File: src/rtl/fetch_ctrl.sv
// Instruction-fetch sequencer: owns the PC, issues one imem request at a time,
// follows redirects and presents fetched instructions through a stall buffer.
module fetch_ctrl #(
    parameter logic [31:0] RESET_PC = 32'h0000_0000
) (
    input  logic        clk,
    input  logic        rst_n,
    input  logic        redirect_valid,
    input  logic [31:0] redirect_pc,
    input  logic        stall,
    output logic        imem_req,
    output logic [31:0] imem_addr,
    input  logic        imem_gnt,
    input  logic        imem_rvalid,
    input  logic [31:0] imem_rdata,
    output logic        if_valid,
    output logic [31:0] if_pc,
    output logic [31:0] if_pc4,
    output logic [31:0] if_inst,
    output logic [31:0] fetch_cnt
);

    typedef enum logic [1:0] {
        IDLE,
        REQ,
        WAIT
    } state_t;

    state_t      state_q;
    state_t      state_d;
    logic [31:0] pc_q;
    logic [31:0] pc_d;
    logic [31:0] inflight_pc;
    logic [31:0] inflight_d;
    logic        kill_q;
    logic        kill_d;
    logic        valid_d;
    logic [31:0] ifpc_d;
    logic [31:0] inst_d;
    logic [31:0] cnt_d;

    logic redir;
    logic fire;
    logic resp;
    logic load;
    logic consume;

    assign imem_req  = (state_q == REQ) && (!if_valid || !stall);
    assign imem_addr = pc_q;
    assign if_pc4    = if_pc + 32'd4;

    assign redir   = redirect_valid && (state_q != IDLE);
    assign fire    = imem_req && imem_gnt;
    assign resp    = (state_q == WAIT) && imem_rvalid;
    assign load    = resp && !kill_q && !redir;
    assign consume = if_valid && !stall && !load;

    always_comb begin
        state_d    = state_q;
        pc_d       = pc_q;
        inflight_d = inflight_pc;
        kill_d     = kill_q;
        unique case (state_q)
            IDLE: state_d = REQ;
            REQ: begin
                if (fire) begin
                    inflight_d = pc_q;
                    pc_d       = pc_q + 32'd4;
                    state_d    = WAIT;
                    // a redirect racing the grant makes the granted word stale
                    if (redir) kill_d = 1'b1;
                end
            end
            WAIT: begin
                if (imem_rvalid) begin
                    state_d = REQ;
                    kill_d  = 1'b0;
                end else if (redir) begin
                    kill_d = 1'b1;
                end
            end
            default: state_d = IDLE;
        endcase
        if (redir) pc_d = {redirect_pc[31:2], 2'b00};
    end

    always_comb begin
        valid_d = if_valid;
        ifpc_d  = if_pc;
        inst_d  = if_inst;
        cnt_d   = fetch_cnt;
        if (consume) begin
            valid_d = 1'b0;
            cnt_d   = fetch_cnt + 32'd1;
        end
        if (load) begin
            valid_d = 1'b1;
            ifpc_d  = inflight_pc;
            inst_d  = imem_rdata;
        end
        if (redir) valid_d = 1'b0;
    end

    always_ff @(posedge clk or negedge rst_n) begin
        if (!rst_n) begin
            state_q     <= IDLE;
            pc_q        <= RESET_PC;
            inflight_pc <= 32'd0;
            kill_q      <= 1'b0;
            if_valid    <= 1'b0;
            if_pc       <= 32'd0;
            if_inst     <= 32'd0;
            fetch_cnt   <= 32'd0;
        end else begin
            state_q     <= state_d;
            pc_q        <= pc_d;
            inflight_pc <= inflight_d;
            kill_q      <= kill_d;
            if_valid    <= valid_d;
            if_pc       <= ifpc_d;
            if_inst     <= inst_d;
            fetch_cnt   <= cnt_d;
        end
    end

endmodule

File: config.mk
export PLATFORM = sky130hd
export DESIGN_NAME = fetch_ctrl
export DESIGN_NICKNAME = d
export VERILOG_FILES = /design/src/rtl/fetch_ctrl.sv
export SDC_FILE = /design/constraint.sdc
export NUM_CORES = 1
export LEC_CHECK = 0
export CAP_MARGIN = 40
export CORE_AREA = 10 10 146 148
export CTS_CLUSTER_DIAMETER = 150
export DETAILED_ROUTE_END_ITERATION = 6
export DIE_AREA = 0 0 156 158
export MAX_ROUTING_LAYER = met4
export PLACE_DENSITY = 0.7
export SLEW_MARGIN = 20
export SYNTH_ARGS = -nofsm -noshare
export SYNTH_HDL_FRONTEND = slang
export SYNTH_SLANG_ARGS = --single-unit
File: constraint.sdc
create_clock -name clk -period 2.5 [get_ports clk]
set_input_delay 0.5 -clock clk [delete_from_list [all_inputs] [get_ports clk]]
set_output_delay 0.5 -clock clk [all_outputs]
set_load 0.005 [all_outputs]
==> metrics.md <==
| Metric | Value |
|---|---|
| All-layer global routing usage | 17.9% |
| Final setup vio count | 15 |
| Yosys cell types | 36 |
| Initial Util | 39.0% |
| Slowest library cell on the worst path | dfrtp_1 |
| Synth top area share | 55.0% |
| Outcome | finished with violations |
| Tcrit/Tclk final | 105% |
| Top cells by count, synth | dfrtp_1, nand2_1, xnor2_1 |
| Starting DRC count in detailed routing | 273 |
| Pwr/cell area | 1100 nW/µm² |
| Logic pwr share | 40.3% |
| Setup ws final | -0.113 ns |
| CTS tree | built |
| CTS sink cnt | 158 |
| Area Overhead vs Synth | 52.5% |
| Placement Setup Slack | -0.133 ns |
| Critical Path End Type | output port |
| Pin count of the biggest net entering global routing | 65 |
| Hold WC Path Type | primary input to asynchronous set/reset pin |
| Detailed Route WL | 22000 µm |
| Fraction of layout cells with a size suffix above 1 | 22.7% |
| Boundary pin count | 232 |
| Max Transition Viols Final | 0 |
| Core box area | around 18000 µm² |
| Htree depth | 4 |
| Clock group share of total power | 23.5% |
| Worst VDD drop | between 0.5 and 0.6 mV |
| Num rows | 50 |
| Initial antenna violation count | 1 |
| Least-Margin Pin Slew | 0.532 ns |
| Final hold vios | 0 |
| Routed wire length per instance | 18.2 µm |
| NumNets Final | ~1000 |
| # port buffers | 223 |
| Leakage | 0.00497 µW |
| Top-count cell post-synth | dfrtp_1 |
| Final setup TNS | -0.701 ns |
| Via density | about 5 |
| CP Class | flip-flop to output port |
| Biggest cell delay along the critical path | 0.38 ns |
| Min Tclk post-route | 2.61 ns |
| Yosys top cell by area | dfrtp_1 |
| Clock Skews | 0.00793 ns |
| Total CTS buffers | 17 |
| RD Place Congestion | 0.834 |
| DR pass1 iterations | 5 |
| Post-Synthesis Cell Area | 7190 µm² |
| Psw | between 3000 and 4000 µW |
| Violated checks | setup timing |
| CP cell instances | ha_2 > and4_4 > nand2_2 > nor4_2 > buf_4 > buf_6 > nand3_2 > xnor2_1 > buf_2 |
| Clk buf depth | 2 |
| Congestion Overflow GR | 0 |
| Post-Syn Area per Cell | ~11 µm² |
| Seq/Total Area, Yosys | a little over half |
| Die width | 156 µm |
| FF+latch count, synth | 158 |
| Highest clock rate | 383 MHz |
| Die footprint | 24600 µm² |
| Crit-path leading delay family | simple AND/OR/NAND/NOR gates |
| CP bufs+invs | 3 |
| WP data required | 2.00 ns |
| Max-cap violations | 0 |
| Gate Count Post-Synth | about 670 |
| Relative slew slack | a little under two thirds |
| Clock Pin Slew Worst Setup and Hold Paths | 0.07 ns |
| Top_reg_cell synth | dfrtp_1 |
| Post-route ant nets | 0 |
| EDFF count, synth | 0 |
| Async SR Flop Fraction | 100% |
| Root Buffer | clkbuf_16 |
| Crit start category | flip-flop |
| Net Sw Frac | roughly a third |
| Via count | roughly 6000 |
| Crit Path Max Fanout | 3 |
| Fillers | 1592 |
| Top post-synthesis cells by area | dfrtp_1, mux2_2, xnor2_1 |
| Sequential share of power | 36.2% |
| Yosys warns | 0 |
| First-pass GRT wire length | 34100 µm |
| DRC viols | 0 |
| Worst EP arrival | roughly 2.1 ns |
| HPWL Detailed | 16100 µm |
| Worst hold slack | 0.0133 ns |
| Hold_buf cts | 0 |
| Die Ht | between 150 and 200 µm |
| Later-pin clock latency in the skew report | 0.42 ns |
| Vias in the first global route | 6215 |
| Int Pwr | 8180 µW |
| RSZ-0062 raised after global routing | true |
stage by stage:
step / total power [µW] / std cells / instance area, µm² / util [%]
3_5_place_dp: 9380 / 1166 / 10100 / 55.0
6_report: 12000 / 1207 / 11000 / 59.4
3_3_place_gp: 9270 / 1166 / 10100 / 55.0
2_1_floorplan: 6070 / 677 / 7210 / -
4_1_cts: 12100 / 1201 / 10900 / 58.9
5_1_grt: 12800 / 1207 / 11000 / 59.4
worst paths after layout:
kind	end	depth (start not counted)	slack, ns	start
max	if_pc4[30]	9	-0.11	if_pc[2]
min	fetch_cnt[8]	1	0.01	rst_n
max reg2reg	imem_addr[31]	5	0.24	imem_addr[19]
min reg2reg	inflight_pc[29]	2	0.47	inflight_pc[29]
max in group asynchronous	imem_addr[13]	2	1.77	rst_n
min in group clk	inflight_pc[29]	2	0.47	inflight_pc[29]
power groups by stage:
stage               clock, µW  combinational (µW)  sequential, µW
global placement            0                4960            4310
floorplan                   0                1660            4400
global route             3010                5300            4490
detailed placement          0                5020            4360
finish                   2830                4850            4350
CTS                      2880                4910            4340
worst register-to-register path, stage by stage (launching register included):
cell     delay, ns
dfrtp_1       0.42
nand4_1       0.17
or4_1         0.60
or3_4         0.44
or3_1         0.36
a31oi_1       0.18
cells by family (layout without fill, tap and decap cells):
kind of cell | count (synthesis) | after routing | synth area share [%]
compound gates | 45 | 45 | 3.38
fa+ha+maj | 3 | 3 | 0.522
buf+inv | 36 | 331 | 2.21
other cells | 1 | 7 | 0.0522
flops | 158 | 158 | 55.0
xor+xnor | 85 | 85 | 10.4
mux | 62 | 62 | 9.71
simple gates | 282 | 282 | 18.8
placed cells by master, fill, tap and decap left out, types with 17 or more instances in the layout:
cell             count
buf_4               58
a21oi_1             27
buf_2               19
nor2_1              39
dfrtp_1            158
and3_1              18
xor2_1              20
clkbuf_16           17
clkdlybuf4s50_1    197
mux2_2              62
nand2_1            116
xnor2_1             64
nand4_1             20
nand3_1             19
area by class of cell:
cell class              count  area (µm²)  share of cell area [%]
clock inverters            12         184                    1.68
clock buffers              20         467                    4.26
inverters                   6        22.5                   0.205
flip-flops and latches    158        3950                    36.0
well taps                 234         293                    2.67
multi-input cells         483        3290                    30.0
diodes                      1        2.50                  0.0228
repair buffers            293        2760                    25.1
metal layers:
layer	share of wire, %	global-route usage, %
met1	43	21.8
met2	50	29.2
met3	4.9	3.88
met4	1.9	5.98
met5	0	-
sequential cells by signal (all words and copies together), names as in the netlist:
register / cells
kill_q: 1
if_inst: 32
inflight_pc: 30
fetch_cnt: 32
if_pc: 30
imem_addr: 30
state_q: 2
if_valid: 1
what timing repair did:
item | in CTS | in global routing
resized for setup | 106 | 22
setup endpoints to repair | 24 | 24
setup buffers | 3 | 5
hold endpoints to repair | 0 | 0
pin swaps | 10 | 11
Power figures use the tool's default switching activity.
